File: config.mk
export PLATFORM = sky130hd
export DESIGN_NAME = spi_flash_arbiter
export DESIGN_NICKNAME = d
export VERILOG_FILES = /design/src/rtl/spi_flash_arbiter.sv
export SDC_FILE = /design/constraint.sdc
export NUM_CORES = 1
export LEC_CHECK = 0
export CAP_MARGIN = 0
export CORE_AREA = 2 2 86 104
export DETAILED_ROUTE_END_ITERATION = 12
export DIE_AREA = 0 0 88 106
export PLACE_DENSITY = 0.76
export SKIP_LAST_GASP = 1
export SLEW_MARGIN = 20
export SYNTH_ARGS = -nofsm -noshare
export SYNTH_HDL_FRONTEND = slang
export SYNTH_SLANG_ARGS = --single-unit
File: constraint.sdc
create_clock -name clk -period 2.2 [get_ports clk]
set_input_delay 0.22 -clock clk [delete_from_list [all_inputs] [get_ports clk]]
set_output_delay 0.22 -clock clk [all_outputs]
set_load 0.05 [all_outputs]
File: src/rtl/spi_flash_arbiter.sv
// Round-robin arbiter and register sequencer for spi_flash_ip.
// Optional poll timeout: define SPI_ARB_TIMEOUT_EN.
`timescale 1ns/1ps
module spi_flash_arbiter #(
  parameter logic [31:0] CTRL_CFG       = 32'h3,
  parameter logic [31:0] CLKDIV         = 32'h10,
  parameter int unsigned POLL_GAP       = 4,
  parameter int unsigned TIMEOUT_CYCLES = 1024
) (
  input  logic        clk,
  input  logic        rst_n,
  input  logic [1:0]  req_valid,
  input  logic [15:0] req_cmd,
  input  logic [15:0] req_len,
  output logic [1:0]  req_done,
  output logic [31:0] resp_data,
  output logic        resp_err,
  output logic        ip_wr_en,
  output logic        ip_rd_en,
  output logic [7:0]  ip_addr,
  output logic [31:0] ip_wdata,
  input  logic [31:0] ip_rdata
);

  localparam int unsigned CntMax =
    (TIMEOUT_CYCLES > POLL_GAP) ? TIMEOUT_CYCLES : POLL_GAP;
  localparam int CW = $clog2(CntMax + 1);

  typedef enum logic [3:0] {
    S_IDLE, S_GRANT, S_W_CTRL, S_W_DIV, S_W_LEN,
    S_W_TX, S_W_START, S_GAP, S_POLL, S_CHK,
    S_RD_RX, S_CAP, S_DONE
  } state_e;

  state_e          state_q, state_d;
  logic            last_q, last_d;
  logic            gnt_q, gnt_d;
  logic [7:0]      cmd_q, cmd_d;
  logic [7:0]      len_q, len_d;
  logic [CW-1:0]   gap_q, gap_d;
  logic [31:0]     resp_q, resp_d;
  logic            err_q, err_d;
`ifdef SPI_ARB_TIMEOUT_EN
  logic [CW-1:0]   tmo_q, tmo_d;
`endif

  // State and datapath registers
  always_ff @(posedge clk or negedge rst_n) begin
    if (!rst_n) begin
      state_q <= S_IDLE;
      last_q  <= 1'b1;
      gnt_q   <= 1'b0;
      cmd_q   <= '0;
      len_q   <= '0;
      gap_q   <= '0;
      resp_q  <= '0;
      err_q   <= 1'b0;
`ifdef SPI_ARB_TIMEOUT_EN
      tmo_q   <= '0;
`endif
    end else begin
      state_q <= state_d;
      last_q  <= last_d;
      gnt_q   <= gnt_d;
      cmd_q   <= cmd_d;
      len_q   <= len_d;
      gap_q   <= gap_d;
      resp_q  <= resp_d;
      err_q   <= err_d;
`ifdef SPI_ARB_TIMEOUT_EN
      tmo_q   <= tmo_d;
`endif
    end
  end

  // Next-state: arbitration, register sequence, polling
  always_comb begin
    logic g;
    g       = 1'b0;
    state_d = state_q;
    last_d  = last_q;
    gnt_d   = gnt_q;
    cmd_d   = cmd_q;
    len_d   = len_q;
    gap_d   = gap_q;
    resp_d  = resp_q;
    err_d   = err_q;
`ifdef SPI_ARB_TIMEOUT_EN
    tmo_d   = tmo_q;
`endif
    unique case (state_q)
      S_IDLE: begin
        if (|req_valid) begin
          g       = (&req_valid) ? ~last_q : req_valid[1];
          gnt_d   = g;
          last_d  = g;
          cmd_d   = g ? req_cmd[15:8] : req_cmd[7:0];
          len_d   = g ? req_len[15:8] : req_len[7:0];
          err_d   = 1'b0;
          state_d = S_GRANT;
        end
      end
      S_GRANT: begin
        if (len_q == 8'd0) begin
          resp_d  = '0;
          state_d = S_DONE;
        end else begin
          state_d = S_W_CTRL;
        end
      end
      S_W_CTRL:  state_d = S_W_DIV;
      S_W_DIV:   state_d = S_W_LEN;
      S_W_LEN:   state_d = S_W_TX;
      S_W_TX:    state_d = S_W_START;
      S_W_START: begin
        gap_d   = '0;
`ifdef SPI_ARB_TIMEOUT_EN
        tmo_d   = CW'(1);
`endif
        state_d = S_GAP;
      end
      S_GAP: begin
        if (gap_q == CW'(POLL_GAP - 1)) begin
          state_d = S_POLL;
        end else begin
          gap_d = gap_q + CW'(1);
        end
      end
      S_POLL: state_d = S_CHK;
      S_CHK: begin
        if (ip_rdata[0]) begin
          gap_d   = '0;
          state_d = S_GAP;
        end else begin
          state_d = S_RD_RX;
        end
      end
      S_RD_RX: state_d = S_CAP;
      S_CAP: begin
        resp_d  = ip_rdata;
        state_d = S_DONE;
      end
      S_DONE:  state_d = S_IDLE;
      default: state_d = S_IDLE;
    endcase
`ifdef SPI_ARB_TIMEOUT_EN
    if (state_q == S_GAP || state_q == S_POLL ||
        state_q == S_CHK) begin
      tmo_d = tmo_q + CW'(1);
      if (tmo_q >= CW'(TIMEOUT_CYCLES)) begin
        resp_d  = '0;
        err_d   = 1'b1;
        state_d = S_DONE;
      end
    end
`endif
  end

  // Moore outputs: register strobes and completion pulse
  always_comb begin
    ip_wr_en = 1'b0;
    ip_rd_en = 1'b0;
    ip_addr  = '0;
    ip_wdata = '0;
    req_done = '0;
    unique case (state_q)
      S_W_CTRL: begin
        ip_wr_en = 1'b1;
        ip_addr  = 8'h00;
        ip_wdata = CTRL_CFG;
      end
      S_W_DIV: begin
        ip_wr_en = 1'b1;
        ip_addr  = 8'h04;
        ip_wdata = CLKDIV;
      end
      S_W_LEN: begin
        ip_wr_en = 1'b1;
        ip_addr  = 8'h08;
        ip_wdata = {24'b0, len_q};
      end
      S_W_TX: begin
        ip_wr_en = 1'b1;
        ip_addr  = 8'h14;
        ip_wdata = {24'b0, cmd_q};
      end
      S_W_START: begin
        ip_wr_en = 1'b1;
        ip_addr  = 8'h0C;
        ip_wdata = 32'h1;
      end
      S_POLL: begin
        ip_rd_en = 1'b1;
        ip_addr  = 8'h10;
      end
      S_RD_RX: begin
        ip_rd_en = 1'b1;
        ip_addr  = 8'h18;
      end
      S_DONE: req_done[gnt_q] = 1'b1;
      default: ;
    endcase
  end

  assign resp_data = resp_q;
`ifdef SPI_ARB_TIMEOUT_EN
  assign resp_err  = (state_q == S_DONE) & err_q;
`else
  assign resp_err  = 1'b0 & err_q;
`endif

endmodule

* Word-level counts from Yosys, hierarchy flattened
Index checks and enable logic that the tools add are counted.
Operators by class: bitwise operators 1, multiplexer cells 20, add/sub/neg operators 1, $lt $le $gt $ge 2, reduce and logical (&&, ||, !) cells 13, equality and inequality tests 18
Operators by type and width (count):
- case mux 32 bit (2 select lines) | 1
- case mux 4 bit (12 select lines) | 1
- case mux 8 bit (5 select lines) | 1
- case mux 11 bit (3 select lines) | 1
- 2-to-1 mux 32 bit | 1
- case mux 5 bit (6 select lines) | 1
- 2-to-1 mux 11 bit | 2
- equality test 4 bit (second input constant) | 5
- equality test 4 x 3 -> 1 bit (second input constant) | 4
- 2-to-1 mux 4 bit | 4
- 2-to-1 mux 8 bit | 2
- adder 11 x 1 -> 11 bit (second input constant) | 1
- equality test 11 x 2 -> 1 bit (second input constant) | 1
- inequality test 2 bit (second input constant) | 5
- equality test 4 x 2 -> 1 bit (second input constant) | 2
- logical NOT 8 bit | 1
- AND reduction 2 bit | 4
- OR reduction 5 bit | 1
- equality test 4 x 1 -> 1 bit (second input constant) | 1
- logical NOT 4 bit | 1
- 2-to-1 mux 1 bit | 4
- OR reduction 2 bit | 2
- AND reduction 3 bit | 1
- nonzero test 3 bit | 1
- other kinds (7) | 7
Word-level totals: bits in registers 65, input port bits 68, word-level logic and storage cells 62

* Longest topological paths before layout
Gate-level depths: netlist of the first run.
word-level depth 5, depth in mapped cells 7, depth with buffers taken out 5

* Worst setup path before layout of the first run
Ideal clock, no wire load.
kind register to output, from register state_q[0], to output port req_done[0], stages on the path, launching flop included 4, required time 1980 ps, path slack -390 ps, arrival time 2370 ps, buffers on the path 2, cell sequence dfrtp_1 buf_2 buf_2 nor4_1
On the way: longest elaborated chain between the ends 2
Ends and longest elaborated chain:
- start, declared | RTL line 35 | state_e state_q, state_d;
- start signal, assigned | RTL line 62 | state_q <= state_d;
- equality test 4 bit | RTL line 166 | unique case (state_q)
- 2-to-1 mux 2 bit | RTL line 166
- end, declared | RTL line 15 | output logic [1:0] req_done,
Every way passes these cells.

* Worst setup path after layout of the first run
from register state_q[3], to output port ip_addr[4]
On the way: longest elaborated chain between the ends 2, elaborated cells between the ends (all ways) 7
Ends and longest elaborated chain:
- equality test 4 bit, or another cell as far along | RTL line 166
- case mux 5 bit (6 select lines) (*) | RTL line 166
- end, declared | RTL line 20 | output logic [7:0] ip_addr,
Every way passes the cells marked *; elsewhere a longest branch is shown, timed or not.

==> summary.txt, run 1 <==
Status
  – Status: finished clean

Timing
  – Final TNS setup: 0 ps
  – Fin. Hold Viols: 0
  – Min Tclk post-route: 2080 ps
  – Period utilization: between 90 and 100%
  – Slew @ Worst Pin: 561 ps
  – Peak Freq: slightly below 500 MHz
  – Worst Skew: about 13 ps
  – Finish-stage setup viols: 0
  – Slew headroom: a little over three fifths
  – Max Slew Vio Count: 0
  – RSZ-0062 raised after global routing: no

GRT
  – Initial antenna violation count: 0
  – Pin count of the biggest net entering global routing: 66
  – First-pass GRT wire length: roughly 14000 µm
  – Grt total ovfl: 0
  – GRT Overall Usage: approximately a fifth
  – Vias in the first global route: 2951

Layout
  – Commonest non-fill, non-tap cell in the layout: clkdlybuf4s50_1
  – Most frequent cells in the layout: clkdlybuf4s50_1, dfrtp_1, nor2_1, a22o_1, conb_1
  – Multi-input logic area: approximately 0.0016 mm²
  – Layout cells sized above 1: between 15 and 20%
  – Net count, final: 509
  – Area delta synth->final: 43.0%
  – ANT cells: 0
  – Reg area: approximately 0.0016 mm²
  – Filler instances: 699

Placement
  – Post-DP HPWL: between 6000 and 7000 µm
  – Port buffer count: about 110
  – Global placer's final weighted congestion: around 0.9

Critical path
  – Arr. time, crit path: around 1900 ps
  – Required time of the critical path: roughly 2000 ps
  – Crit Path Category: reg2out
  – Startpoint Class: flop
  – Critical path endpoint category: output pin
  – Crit-path max FO: 10

Power
  – Worst vdd ir: between 0.001 and 0.0015 V
  – Power per Cell Area: between 1500 and 2000 mW/mm²
  – Leak: around 2.2 nW
  – Total power: 7.72 mW

Clocking
  – H-tree depth: 3
  – Num CTS Buffers: 9
  – TritonCTS clock tree: built
  – Total clock sinks: 65
  – Clock-pin slew of the registers on the worst-case setup and hold paths: ~80 ps
  – Clk_lat worst skew: around 350 ps
  – Clock Path Buffers: 2
  – CTS Root Cell: clkbuf_8

Synthesis
  – Main synth FF type: dfrtp_1
  – Ys Warns: 0
  – Post-Synthesis Cell Area: between 0.003 and 0.004 mm²
  – Post-synth EDFFs: 0
  – Syn Area/Cell: 10.8 µm²
  – Gate Count Post-Synth: around 320
  – Synth Register Bits: 65
  – Post-synth ARST share: 100%
  – Sequential area share after synthesis: between 40% and 50%
  – Distinct cells, synth: between 40 and 50

Routing
  – Drt via density: 5.12
  – Antenna-violating nets left: 0
  – DRT iter0 DRCs: ~130
  – Drt wl/cell: ~15 µm
  – Pre-antenna DRT Iters: 4
  – DRC violations left: 0
  – Routed Wire Length: 8460 µm
  – DR vias: between 2000 and 3000

Floorplan
  – Core Rows: 37
  – Starting Density: between 40% and 50%
  – Core area: between 0.008 and 0.009 mm²
  – Chip height: between 100 and 150 µm
  – Die Width: 88 µm
  – Top Ports: about 150
  – Die Area: between 0.009 and 0.01 mm²

Hold path
  – Worst Hold Class: in2async

Run
  – Max cap viols: 0
-- cell families (layout without fill, tap and decap cells) --
kind of cell,Yosys count,count (layout),synth area share (%)
DFF,65,65,46.6
xor gates and xnor gates,1,1,0.251
adders and majority gates,1,1,0.358
muxes,23,23,6.67
and+or+nand+nor,78,78,12.2
buffers and inverters,55,147,11.3
other,1,30,0.107
AOI/OAI and AO/OA,100,100,22.4
-- repair_timing --
item | CTS | global route
hold buffers | 1 | 0
hold endpoints to repair | 64 | 0
gates resized for setup | 0 | 2
buffers inserted | 0 | 0
setup endpoints to repair | 0 | 7
-- synth_stat cells, drive strengths merged (2+ instances only) --
master,instances,area (µm²)
a211o,2,17.5
nor2b,4,25.0
o21ai,3,15.0
nand2,10,37.5
clkbuf,3,11.3
a31oi,9,71.3
and3,5,31.3
nor4,7,68.8
nand4b,2,32.5
a21oi,34,219
inv,2,7.50
mux2i,21,210
a22o,33,289
nor3,3,15.0
nand3b,2,15.0
a221o,2,20.0
o21a,2,15.0
nand2b,5,31.3
o21bai,2,15.0
nand3,4,20.0
a41oi,3,26.3
mux2,2,22.5
nor2,34,128
o22ai,2,18.8
buf,50,377
dfrtp,64,1600
-- metal layers --
layer	vias to the layer above	wire, µm	global-route usage [%]
met1	1375	3390	22.6
met2	127	4330	31.9
met3	21	518	5.98
met5	-	0	0
li1	1357	-	-
met4	0	218	7.36
-- path summary, 6_finish.rpt --
| check | startpoint | endpoint | slack [ps] | depth (start not counted) |
|---|---|---|---|---|
| setup / recovery | state_q[3] | ip_addr[4] | 120 | 4 |
| hold / removal | rst_n | resp_data[22] | 410 | 3 |
| setup reg to reg | gap_q[0] | state_q[3] | 290 | 6 |
| hold reg to reg | gap_q[0] | gap_q[0] | 500 | 1 |
| max in group asynchronous | rst_n | last_q | 1480 | 3 |
| min in group clk | req_valid[0] | last_q | 480 | 2 |
-- stage by stage --
stage | setup slack [ps] | hold slack [ps] | util, % | instance area, µm² | instances
finish | 117 | 406 | 59.5 | 4990 | 562
global route | 4.73 | 442 | 59.5 | 4990 | 562
floorplan | -390 | -75.6 | - | 3600 | 353
detailed placement | 336 | 263 | 57.0 | 4770 | 545
global placement | 448 | 262 | 57.0 | 4770 | 545
CTS | 60.1 | 419 | 59.5 | 4980 | 562
-- report_power, final --
| part | leakage (nW) | internal (mW) | switching [mW] |
|---|---|---|---|
| Combinational | 1.25 | 1.83 | 2.74 |
| Clock | 0.0966 | 0.532 | 0.506 |
| Sequential | 0.813 | 1.70 | 0.410 |
-- worst max-delay path, stage by stage (launching register included) --
cell      delay (ps)
dfrtp_1          510
buf_4            220
nand2b_1         240
o22ai_1          370
buf_12           190
-- flip-flops by register name, summed over array words and instances (netlist names) --
| name | flops |
|---|---|
| cmd_q | 8 |
| gnt_q | 1 |
| resp_data | 32 |
| state_q | 4 |
| gap_q | 11 |
| last_q | 1 |
| len_q | 8 |
-- layout make-up --
| class | instances | share of cell area, % |
|---|---|---|
| timing repair buffer | 129 | 28.4 |
| clock inverter | 7 | 1.53 |
| tap | 117 | 2.93 |
| sequential | 65 | 32.6 |
| multi-input combinational | 233 | 31.8 |
| clock buffer | 9 | 2.48 |
| inverter | 2 | 0.150 |
Note: power is estimated with default switching activity, not from simulation.
==> inputs of run 2 (changes only) <==
--- a/config.mk
+++ b/config.mk
@@ -5,7 +5,6 @@
 export SDC_FILE = /design/constraint.sdc
 export NUM_CORES = 1
 export LEC_CHECK = 0
-export CAP_MARGIN = 0
 export CORE_AREA = 2 2 86 104
 export DETAILED_ROUTE_END_ITERATION = 12
 export DIE_AREA = 0 0 88 106
==> constraint.sdc (replaced) <==
create_clock -name clk -period 2.35 [get_ports clk]
set_input_delay 0.235 -clock clk [delete_from_list [all_inputs] [get_ports clk]]
set_output_delay 0.235 -clock clk [all_outputs]
set_load 0.05 [all_outputs]
==> run 2 against run 1 <==
Power down 9.1%. Clock skew up 0.71 ps. Clock power about the same. Cell area down 3.0%. Combinational power down 13%. Count of clock-buffer cells in the layout unchanged. Sequential power down 3%. Flip-flop and latch count unchanged. Final cell count down 0.71%. Setup slack better by 60 ps. Non-clock buffer count down 4. Worst hold slack better by 21 ps.
==> summary.txt, run 2 (synthesis results as in run 1) <==
GRT
  – GR Util met2: between 30 and 40%
  – First-pass GRT wire length: 13200 µm
  – Vias in the first global route: between 2000 and 3000
  – Grt total ovfl: 0
  – GR Util met3: about 4.4%
  – Pin count of the biggest net entering global routing: 66
  – Initial antenna violation count: 0
  – Grt peak-use layer: met2
  – Met1 usage: between 20% and 30%
  – GRT Overall Usage: between 15 and 20%

Clocking
  – Clk_lat worst skew: approximately 350 ps
  – Post CTS Setup Buffer Count: 0
  – CTS Root Cell: clkbuf_8
  – Num CTS Buffers: 9
  – H-tree depth: 3
  – Clock-pin slew of the registers on the worst-case setup and hold paths: approximately 80 ps
  – Clock Path Buffers: 2
  – TritonCTS clock tree: built
  – Total clock sinks: 65

Placement
  – Global placer's final weighted congestion: 0.898
  – Port buffer count: between 100 and 150
  – Post-DP HPWL: 5960 µm
  – Dpl ws: approximately 300 ps

Power
  – Leak: about 2.1 nW
  – Part of the power in registers: between 20 and 30%
  – P_sw: ~3.4 mW
  – Clock share of power: about 14%
  – Worst vdd ir: about 0.00084 V
  – P_int: around 3.6 mW
  – Sw Share: roughly half
  – Share of power burned in combinational logic: 56.5%
  – Power per Cell Area: 1450 mW/mm²
  – Total power: ~7 mW

Layout
  – Filler instances: 733
  – Net count, final: roughly 510
  – Reg area: about 0.0016 mm²
  – Commonest non-fill, non-tap cell in the layout: clkdlybuf4s50_1
  – Largest register FFs: 32
  – Most frequent cells in the layout: clkdlybuf4s50_1, dfrtp_1, nor2_1, a22o_1, conb_1
  – Multi-input logic area: approximately 0.0016 mm²
  – Layout cells sized above 1: ~17%
  – Final core occ: between 50% and 60%
  – ANT cells: 0
  – Area delta synth->final: 38.7%

Critical path
  – FF-to-FF Start: gap_q[0]
  – Top delay family on crit path: flip-flops
  – Reg2reg end: gap_q[8]
  – WP depth: 5
  – R2R setup slack: around 440 ps
  – Startpoint Class: flop
  – Crit path largest cell delay: 560 ps
  – Crit-path max FO: 10
  – Critical path endpoint category: output pin
  – Arr. time, crit path: around 1900 ps
  – Critical Path End: ip_wdata[4]
  – Crit Path Category: reg2out
  – Required time of the critical path: 2120 ps
  – Crit-path cells: buf_4 -> nor2b_1 -> nand2_1 -> a21oi_1 -> buf_12
  – Critical Path Start: state_q[2]
  – Worst path bufs/invs: 2
  – Critical path's slowest cell: dfrtp_1
  – R2R cell count: 6

Routing
  – Drt wl/cell: roughly 15 µm
  – Drt via density: 5.12
  – Antenna-violating nets left: 0
  – DRT iter0 DRCs: 89
  – DRC violations left: 0
  – Routed Wire Length: slightly above 8000 µm
  – Pre-antenna DRT Iters: 4
  – DR vias: around 2900

Timing
  – Period utilization: 92.4%
  – RSZ-0062 raised after global routing: no
  – Slew @ Worst Pin: approximately 580 ps
  – Final TNS setup: 0 ps
  – PnR worst setup slack: ~180 ps
  – Peak Freq: 460 MHz
  – Finish-stage setup viols: 0
  – Min Tclk post-route: between 2000 and 2500 ps
  – Max Slew Vio Count: 0
  – Fin. Hold Viols: 0
  – Slew headroom: between 60% and 70%
  – Worst Skew: ~14 ps

Floorplan
  – Core area: between 0.008 and 0.009 mm²
  – Die Width: just under 90 µm
  – Die Area: 0.00933 mm²
  – Top Ports: around 150
  – Chip height: approximately 110 µm
  – Core Rows: 37
  – Starting Density: around two fifths

Run
  – Max cap viols: 0

Hold path
  – Worst Hold Class: in2async

Status
  – Status: finished clean
run 2: power by group through the flow:
stage / Combinational (mW) / Sequential, mW / Clock (mW)
after floorplan: 2.07 / 2.70 / 0
after detailed placement: 3.98 / 2.04 / 0
after CTS: 3.99 / 2.04 / 1.04
after global placement: 3.92 / 2.04 / 0
after global routing: 4.18 / 2.12 / 1.08
final: 3.97 / 2.04 / 1.01
run 2: per-stage QoR:
| step | instances | hold slack [ps] | instance area (µm²) |
|---|---|---|---|
| after detailed placement | 540 | 278 | 4610 |
| after global placement | 540 | 277 | 4610 |
| after global routing | 558 | 462 | 4840 |
| after floorplan | 353 | -60.6 | 3600 |
| after CTS | 557 | 431 | 4820 |
| final | 558 | 427 | 4840 |
run 2: what timing repair did:
action                                  in CTS  in global routing
hold buffers                                 1                  0
resized for setup                            0                  1
hold endpoints to repair                    64                  0
endpoints found under the setup margin       0                  1
run 2: cell type report:
| type | count | share of cell area [%] |
|---|---|---|
| clock buffers | 9 | 2.56 |
| clock inverters | 7 | 1.73 |
| inverters | 2 | 0.155 |
| multi-input cells | 233 | 32.7 |
| flip-flops and latches | 65 | 33.7 |
| well taps | 117 | 3.02 |
| repair buffers | 125 | 26.2 |
run 2: metal layers:
layer  routed length (µm)  up-vias
met3                  483       13
met5                    0        -
li1                     -     1353
met1                 3330     1373
met2                 4300      117
met4                  153        0
run 2: worst min-delay path, cell delays in order:
cell and delay (ps):
dlygate4sd3_1 520, buf_2 120, buf_12 300
run 2: worst min path at each step:
stage / start / to / slack, ps / depth (start not counted)
2_1_floorplan: rst_n / cmd_q[0] / -60 / 0
3_3_place_gp: rst_n / cmd_q[0] / 280 / 2
3_5_place_dp: rst_n / resp_data[20] / 280 / 2
4_1_cts: rst_n / resp_data[19] / 430 / 3
5_1_grt: rst_n / resp_data[18] / 460 / 3
6_report: rst_n / resp_data[20] / 430 / 3
